===== src/rtl/cache_mem_arbiter_if.sv =====
// Bus bundle between the two cache miss paths, the shared memory port and the arbiter.
// The master modport is the arbiter's view; the slave modport is the caches/memory view.
interface cache_mem_arbiter_if #(
    parameter int unsigned WORD_SIZE  = 16,
    parameter int unsigned LINE_WORDS = 4,
    parameter int unsigned CNT_W      = 16
);
    localparam int unsigned LINE_SIZE = WORD_SIZE * LINE_WORDS;

    // I-cache line-fill path
    logic                 i_req;
    logic [WORD_SIZE-1:0] i_addr;
    logic                 i_done;
    logic [LINE_SIZE-1:0] i_line;

    // D-cache fill / write-through path
    logic                 d_req;
    logic                 d_we;
    logic [WORD_SIZE-1:0] d_addr;
    logic [WORD_SIZE-1:0] d_wdata;
    logic                 d_done;
    logic [LINE_SIZE-1:0] d_line;

    // Shared memory port
    logic                 mem_read;
    logic                 mem_write;
    logic [WORD_SIZE-1:0] mem_addr;
    logic [WORD_SIZE-1:0] mem_wdata;
    logic [LINE_SIZE-1:0] mem_rdata;
    logic                 mem_ready;

    // Service counters
    logic [CNT_W-1:0]     i_count;
    logic [CNT_W-1:0]     d_count;

    modport master (
        input  i_req, i_addr, d_req, d_we, d_addr, d_wdata, mem_rdata, mem_ready,
        output i_done, i_line, d_done, d_line, mem_read, mem_write, mem_addr, mem_wdata,
               i_count, d_count
    );

    modport slave (
        output i_req, i_addr, d_req, d_we, d_addr, d_wdata, mem_rdata, mem_ready,
        input  i_done, i_line, d_done, d_line, mem_read, mem_write, mem_addr, mem_wdata,
               i_count, d_count
    );
endinterface


===== src/rtl/cache_mem_arbiter.sv =====
// Round-robin arbiter sharing one memory port between I-cache fills and D-cache fills/writes.
// One transaction at a time: IDLE grants, BUSY holds the memory op until mem_ready, DONE pulses
// the granted port's done for one cycle. All outputs are registered.
module cache_mem_arbiter #(
    parameter int unsigned WORD_SIZE  = 16,
    parameter int unsigned LINE_WORDS = 4,
    parameter int unsigned CNT_W      = 16
) (
    input  logic                 clk,
    input  logic                 reset_n,
    cache_mem_arbiter_if.master  bus
);
    localparam int unsigned LINE_SIZE = WORD_SIZE * LINE_WORDS;
    // Word-offset bits within a line; cleared to form the line base address for fills.
    localparam logic [WORD_SIZE-1:0] LINE_MASK = WORD_SIZE'(LINE_WORDS - 1);
    localparam logic PORT_I = 1'b0;
    localparam logic PORT_D = 1'b1;

    typedef enum logic [1:0] {StIdle, StBusy, StDone} state_e;

    state_e               state_q, state_d;
    logic                 last_grant_q, last_grant_d;
    logic                 port_q, port_d;
    logic                 we_q, we_d;
    logic                 mem_read_q, mem_read_d;
    logic                 mem_write_q, mem_write_d;
    logic [WORD_SIZE-1:0] mem_addr_q, mem_addr_d;
    logic [WORD_SIZE-1:0] mem_wdata_q, mem_wdata_d;
    logic                 i_done_q, i_done_d;
    logic                 d_done_q, d_done_d;
    logic [LINE_SIZE-1:0] i_line_q, i_line_d;
    logic [LINE_SIZE-1:0] d_line_q, d_line_d;
    logic [CNT_W-1:0]     i_count_q, i_count_d;
    logic [CNT_W-1:0]     d_count_q, d_count_d;
    logic [WORD_SIZE-1:0] req_addr;

    // Next-state and registered-output logic for the IDLE/BUSY/DONE sequencer.
    always_comb begin
        state_d      = state_q;
        last_grant_d = last_grant_q;
        port_d       = port_q;
        we_d         = we_q;
        mem_read_d   = mem_read_q;
        mem_write_d  = mem_write_q;
        mem_addr_d   = mem_addr_q;
        mem_wdata_d  = mem_wdata_q;
        i_done_d     = 1'b0;
        d_done_d     = 1'b0;
        i_line_d     = i_line_q;
        d_line_d     = d_line_q;
        i_count_d    = i_count_q;
        d_count_d    = d_count_q;
        req_addr     = '0;

        case (state_q)
            StIdle: begin
                if (bus.i_req || bus.d_req) begin
                    // Contention goes to the port that was not served last.
                    port_d       = (bus.i_req && bus.d_req) ? ~last_grant_q : bus.d_req;
                    we_d         = (port_d == PORT_D) && bus.d_we;
                    req_addr     = (port_d == PORT_D) ? bus.d_addr : bus.i_addr;
                    mem_addr_d   = we_d ? req_addr : (req_addr & ~LINE_MASK);
                    mem_wdata_d  = bus.d_wdata;
                    mem_read_d   = ~we_d;
                    mem_write_d  = we_d;
                    last_grant_d = port_d;
                    state_d      = StBusy;
                end
            end
            StBusy: begin
                if (bus.mem_ready) begin
                    mem_read_d  = 1'b0;
                    mem_write_d = 1'b0;
                    if (port_q == PORT_D) begin
                        d_done_d  = 1'b1;
                        d_count_d = d_count_q + CNT_W'(1);
                        if (!we_q) begin
                            d_line_d = bus.mem_rdata;
                        end
                    end else begin
                        i_done_d  = 1'b1;
                        i_count_d = i_count_q + CNT_W'(1);
                        i_line_d  = bus.mem_rdata;
                    end
                    state_d = StDone;
                end
            end
            StDone: begin
                state_d = StIdle;
            end
            default: begin
                state_d = StIdle;
            end
        endcase
    end

    // State and output registers; reset abandons any in-flight transaction.
    always_ff @(posedge clk or negedge reset_n) begin
        if (!reset_n) begin
            state_q      <= StIdle;
            last_grant_q <= PORT_I;
            port_q       <= PORT_I;
            we_q         <= 1'b0;
            mem_read_q   <= 1'b0;
            mem_write_q  <= 1'b0;
            mem_addr_q   <= '0;
            mem_wdata_q  <= '0;
            i_done_q     <= 1'b0;
            d_done_q     <= 1'b0;
            i_line_q     <= '0;
            d_line_q     <= '0;
            i_count_q    <= '0;
            d_count_q    <= '0;
        end else begin
            state_q      <= state_d;
            last_grant_q <= last_grant_d;
            port_q       <= port_d;
            we_q         <= we_d;
            mem_read_q   <= mem_read_d;
            mem_write_q  <= mem_write_d;
            mem_addr_q   <= mem_addr_d;
            mem_wdata_q  <= mem_wdata_d;
            i_done_q     <= i_done_d;
            d_done_q     <= d_done_d;
            i_line_q     <= i_line_d;
            d_line_q     <= d_line_d;
            i_count_q    <= i_count_d;
            d_count_q    <= d_count_d;
        end
    end

    assign bus.mem_read  = mem_read_q;
    assign bus.mem_write = mem_write_q;
    assign bus.mem_addr  = mem_addr_q;
    assign bus.mem_wdata = mem_wdata_q;
    assign bus.i_done    = i_done_q;
    assign bus.d_done    = d_done_q;
    assign bus.i_line    = i_line_q;
    assign bus.d_line    = d_line_q;
    assign bus.i_count   = i_count_q;
    assign bus.d_count   = d_count_q;
endmodule

===== src/flat_wrapper.sv =====
// flat-port wrapper written by rule: the top's interface ports become plain ports
module cache_mem_arbiter_flat 
#(
    parameter int unsigned WORD_SIZE  = 16,
    parameter int unsigned LINE_WORDS = 4,
    parameter int unsigned CNT_W      = 16
)
  (clk, reset_n, bus_i_req, bus_i_addr, bus_d_req, bus_d_we, bus_d_addr, bus_d_wdata, bus_mem_rdata, bus_mem_ready, bus_i_done, bus_i_line, bus_d_done, bus_d_line, bus_mem_read, bus_mem_write, bus_mem_addr, bus_mem_wdata, bus_i_count, bus_d_count);
  cache_mem_arbiter_if #(.WORD_SIZE(WORD_SIZE), .LINE_WORDS(LINE_WORDS), .CNT_W(CNT_W)) bus_i ();
  input  logic clk;
  input  logic reset_n;
  input wire logic [$bits(bus_i.i_req)-1:0] bus_i_req;
  input wire logic [$bits(bus_i.i_addr)-1:0] bus_i_addr;
  input wire logic [$bits(bus_i.d_req)-1:0] bus_d_req;
  input wire logic [$bits(bus_i.d_we)-1:0] bus_d_we;
  input wire logic [$bits(bus_i.d_addr)-1:0] bus_d_addr;
  input wire logic [$bits(bus_i.d_wdata)-1:0] bus_d_wdata;
  input wire logic [$bits(bus_i.mem_rdata)-1:0] bus_mem_rdata;
  input wire logic [$bits(bus_i.mem_ready)-1:0] bus_mem_ready;
  output wire logic [$bits(bus_i.i_done)-1:0] bus_i_done;
  output wire logic [$bits(bus_i.i_line)-1:0] bus_i_line;
  output wire logic [$bits(bus_i.d_done)-1:0] bus_d_done;
  output wire logic [$bits(bus_i.d_line)-1:0] bus_d_line;
  output wire logic [$bits(bus_i.mem_read)-1:0] bus_mem_read;
  output wire logic [$bits(bus_i.mem_write)-1:0] bus_mem_write;
  output wire logic [$bits(bus_i.mem_addr)-1:0] bus_mem_addr;
  output wire logic [$bits(bus_i.mem_wdata)-1:0] bus_mem_wdata;
  output wire logic [$bits(bus_i.i_count)-1:0] bus_i_count;
  output wire logic [$bits(bus_i.d_count)-1:0] bus_d_count;
  assign bus_i.i_req = bus_i_req;
  assign bus_i.i_addr = bus_i_addr;
  assign bus_i.d_req = bus_d_req;
  assign bus_i.d_we = bus_d_we;
  assign bus_i.d_addr = bus_d_addr;
  assign bus_i.d_wdata = bus_d_wdata;
  assign bus_i.mem_rdata = bus_mem_rdata;
  assign bus_i.mem_ready = bus_mem_ready;
  assign bus_i_done = bus_i.i_done;
  assign bus_i_line = bus_i.i_line;
  assign bus_d_done = bus_i.d_done;
  assign bus_d_line = bus_i.d_line;
  assign bus_mem_read = bus_i.mem_read;
  assign bus_mem_write = bus_i.mem_write;
  assign bus_mem_addr = bus_i.mem_addr;
  assign bus_mem_wdata = bus_i.mem_wdata;
  assign bus_i_count = bus_i.i_count;
  assign bus_d_count = bus_i.d_count;
  cache_mem_arbiter #(.WORD_SIZE(WORD_SIZE), .LINE_WORDS(LINE_WORDS), .CNT_W(CNT_W)) u_core (.clk(clk), .reset_n(reset_n), .bus(bus_i));
endmodule

===== config.mk =====
export PLATFORM = sky130hd
export DESIGN_NAME = cache_mem_arbiter_flat
export DESIGN_NICKNAME = d
export VERILOG_FILES = /design/src/rtl/cache_mem_arbiter_if.sv /design/src/rtl/cache_mem_arbiter.sv /design/src/flat_wrapper.sv
export SDC_FILE = /design/constraint.sdc
export NUM_CORES = 1
export LEC_CHECK = 0
export BUFFER_PORTS_ARGS = -buffer_cell sky130_fd_sc_hd__buf_2
export CAP_MARGIN = 40
export CORE_ASPECT_RATIO = 1.4
export CORE_MARGIN = 1.5
export CORE_UTILIZATION = 50
export CTS_BUF_LIST = sky130_fd_sc_hd__clkbuf_8
export DETAILED_ROUTE_END_ITERATION = 6
export PLACE_DENSITY_LB_ADDON = 0.05
export RECOVER_POWER = 50
export SYNTH_ARGS = -nofsm -noshare
export SYNTH_HDL_FRONTEND = slang
export SYNTH_SLANG_ARGS = --single-unit

===== constraint.sdc =====
create_clock -name clk -period 2 [get_ports clk]
set_input_delay 0.1 -clock clk [delete_from_list [all_inputs] [get_ports clk]]
set_output_delay 0.1 -clock clk [all_outputs]
set_load 0.005 [all_outputs]

==> results.py <==
metrics = {
    "worst_setup_path": {
        "arrival_ns": 2.16,
        "worstPathRequired_ns": 2.33,
        "cp-start-kind": "flip-flop",
        "path_max_fanout": 57,
        "critPathKind": "flip-flop to flip-flop",
        "critPathCaptureType": "flip-flop",
    },
    "floorplanning": {
        "core-area_um2": 15100,
        "die_w_um": 108,
        "die_area_um2": 16300,
        "std_cell_rows": 53,
        "start_util_pct": 51.3,
        "ios": 314,
        "die-height_um": 150,
    },
    "finish": {
        "final_cell_mix": "buf_2, dfrtp_1, mux2_2",
        "diodes": 0,
        "area_growth_pct": 42.1,
        "fin_nets": 1106,
        "nFillCells": 1043,
        "layout-drive-gt1-share_pct": 41.9,
        "final_common_cell": "buf_2",
        "fin_cells": 1191,
        "fin_area_um2": 11000,
        "fin_util_pct": 72.9,
    },
    "pwr": {
        "p_int_mw": 9.67,
        "p_clk_share_pct": 17.4,
        "p_comb_share_pct": 35.9,
        "seqPwrFrac_pct": 46.6,
        "vdd_ir_drop_max_v": 0.000743,
        "p_leak_nw": 5.41,
        "power_density_nw_per_um2": 1320,
        "power_switching_mw": 4.92,
        "switching_share_pct": 33.7,
    },
    "status": {
        "status": "finished, final reports clean",
    },
    "timing": {
        "fmax_ghz": 0.548,
        "finalSetupViolations": 0,
        "worst_slew_pin_slew_ns": 0.789,
        "rsz0062_at_grt": "no",
        "fin_crit_sh_pct": 91.2,
        "clock-skew-final_ns": 0.0230,
        "hold_violations": 0,
        "finalSetupTns_ns": 0,
        "slew_headroom_pct": 47.4,
        "min_period_ns": 1.82,
        "slew_violations": 0,
    },
    "route": {
        "drt_first_pass_iters": 5,
        "ant_nets": 0,
        "drt_iter0_drc": 205,
        "drt-vias-per-instance": 5.05,
        "drc": 0,
        "wire_per_inst_um": 17.1,
        "vias": 6019,
        "drt-total-wl_um": 20300,
    },
    "yosys": {
        "synth-seq-area-share_pct": 64.5,
        "synth_mux_area_share_pct": 20.7,
        "avgSynthCellArea_um2": 14.0,
        "netlist_instances": 553,
        "synthDistinctLibCells": 36,
        "ys_ff_latch": 200,
        "syn-num-nets": 673,
        "synth_compound_area_share_pct": 1.73,
        "synth-adder-area-share_pct": 0.323,
        "syn_area_um2": 7760,
        "synth-simple-area-share_pct": 7.47,
        "synth_top_family_by_area": "multiplexers",
        "yosysWarningCount": 0,
        "synthXorXnorAreaFrac_pct": 3.39,
    },
    "global_routing": {
        "met2_usage_pct": 46.8,
        "track_usage_pct": 25.5,
        "grt_util_met1_pct": 27.7,
        "grt_most_used_layer": "met2",
        "grt_first_pass_wirelength_um": 31700,
        "grt_pass1_vias": 6377,
        "grt_use_met3_pct": 7.06,
        "grt_max_degree": 68,
        "overflow": 0,
        "antenna_found_initial": 0,
    },
    "place": {
        "placed_cell_area_um2": 9620,
        "place_hpwl_um": 13700,
        "portBuffers": 311,
        "gp_routability_congestion": 0.783,
        "dp.cells": 1045,
    },
    "clock_network": {
        "postCtsSetupBuffers": 0,
        "tritoncts": "yes",
        "cts-root-buf": "clkbuf_8",
        "clock_latency_ns": 0.46,
        "clk_pin_slew_worst_paths_ns": 0.10,
        "cts_made_buffers": 17,
        "clk_path_buf_depth": 2,
        "cts.sinks": 200,
        "htree_levels": 4,
    },
    "worst_hold_path": {
        "hold_path.class": "input pin to flip-flop",
    },
    "flow_run": {
        "maxCapViolations": 0,
    },
}
-- metrics by stage --
stage                     hold slack, ns  power [mW]  setup slack, ns
after global placement             0.118        11.8            0.292
after global routing              0.0385        15.6           0.0701
after CTS                        0.00537        14.9            0.195
final                             0.0369        14.6            0.176
after floorplan                   -0.196        9.34            0.323
after detailed placement           0.131        12.1            0.225
-- critical path, cell delays in order, from the launching register on --
cell	delay [ns]
dfrtp_1	0.41
nand3b_1	0.20
inv_1	0.13
nand2_1	0.12
nor2_4	0.13
buf_12	0.30
mux2_1	0.37
-- final cells by class --
class	instances	area [µm²]	area share, %
inverters	5	18.8	0.170
well taps	192	240	2.18
clock inverters	15	160	1.45
repair buffers	438	2750	25.0
flip-flops and latches	200	5000	45.4
clock buffers	17	234	2.12
multi-input cells	324	2620	23.7
-- Yosys cell counts (all sizes together) --
| cell | instances | area share [%] |
|---|---|---|
| dfrtp | 200 | 65 |
| mux2 | 130 | 19 |
| nand2 | 78 | 3.8 |
| xnor2 | 20 | 2.3 |
| o21ai | 16 | 1.0 |
| buf | 15 | 1.2 |
| mux2i | 14 | 1.8 |
| nand3 | 12 | 0.77 |
| nor2 | 10 | 0.58 |
| xor2 | 10 | 1.1 |
| clkbuf | 9 | 0.44 |
| nand4 | 8 | 0.65 |
| inv | 5 | 0.24 |
| nor4 | 4 | 0.32 |
| and3 | 3 | 0.24 |
| nor3 | 3 | 0.26 |
| a22o | 2 | 0.23 |
| ha | 2 | 0.32 |
| a21boi | 1 | 0.097 |
| a21o | 1 | 0.097 |
| a21oi | 1 | 0.064 |
| a31o | 1 | 0.11 |
| and2 | 1 | 0.081 |
| nand2b | 1 | 0.081 |
| nand3b | 1 | 0.26 |
| nand4bb | 1 | 0.15 |
| o21a | 1 | 0.097 |
| or2 | 1 | 0.081 |
| or3 | 1 | 0.081 |
| or4 | 1 | 0.15 |
-- what timing repair did --
item,4_1_cts,5_1_grt
gates resized for setup,0,0
hold endpoints to repair,224,0
hold buffers,114,0
-- cell families (layout without fill, tap and decap cells) --
logic type               count (synthesis)  in the layout
flip-flops                             200            200
multiplexers                           144            144
AND/OR/NAND/NOR                        125            125
XOR/XNOR                                30             30
buffers and inverters                   29            475
AO/OA/AOI/OAI                           23             23
adder cells (fa/ha/maj)                  2              2
-- power by group through the flow --
stage | sequential [mW] | combinational, mW | clock (mW)
after floorplan | 6.94 | 2.41 | 0
after global placement | 6.73 | 5.10 | 0
after detailed placement | 6.83 | 5.29 | 0
after CTS | 6.77 | 5.47 | 2.61
after global routing | 7.04 | 5.76 | 2.78
final | 6.80 | 5.25 | 2.55
-- sequential cells by signal, summed over array words and instances (netlist names) --
signal / cells
u_core.bus.d_line: 64
u_core.bus.i_line: 64
u_core.bus.d_count: 16
u_core.bus.i_count: 16
u_core.bus.mem_addr: 16
u_core.bus.mem_wdata: 16
u_core.state_q: 2
u_core.bus.d_done: 1
u_core.bus.i_done: 1
u_core.bus.mem_read: 1
u_core.bus.mem_write: 1
u_core.last_grant_q: 1
u_core.we_q: 1
-- worst paths after layout --
kind / slack (ns) / to / from / cells past startpoint
max: 0.18 / u_core.bus.d_line[22]$_DFFE_PN0P_ / u_core.state_q[1]$_DFFE_PN0P_ / 6
max in group asynchronous: 0.58 / u_core.bus.d_count[0]$_DFFE_PN0P_ / reset_n / 3
min: 0.04 / u_core.last_grant_q$_DFFE_PN0P_ / bus_i_req / 4
max reg2reg: 0.18 / u_core.bus.d_line[22]$_DFFE_PN0P_ / u_core.state_q[1]$_DFFE_PN0P_ / 6
min reg2reg: 0.48 / u_core.bus.mem_wdata[0]$_DFFE_PN0P_ / u_core.bus.mem_wdata[0]$_DFFE_PN0P_ / 2
min in group asynchronous: 0.18 / u_core.bus.d_line[36]$_DFFE_PN0P_ / reset_n / 2
-- metal layers --
| layer | share of wire [%] | wire length, µm |
|---|---|---|
| met2 | 53 | 10900 |
| met4 | 2.5 | 514 |
| met5 | 0 | 0 |
| met3 | 7.0 | 1430 |
| met1 | 37 | 7520 |
(Power assumes the default switching activity.)
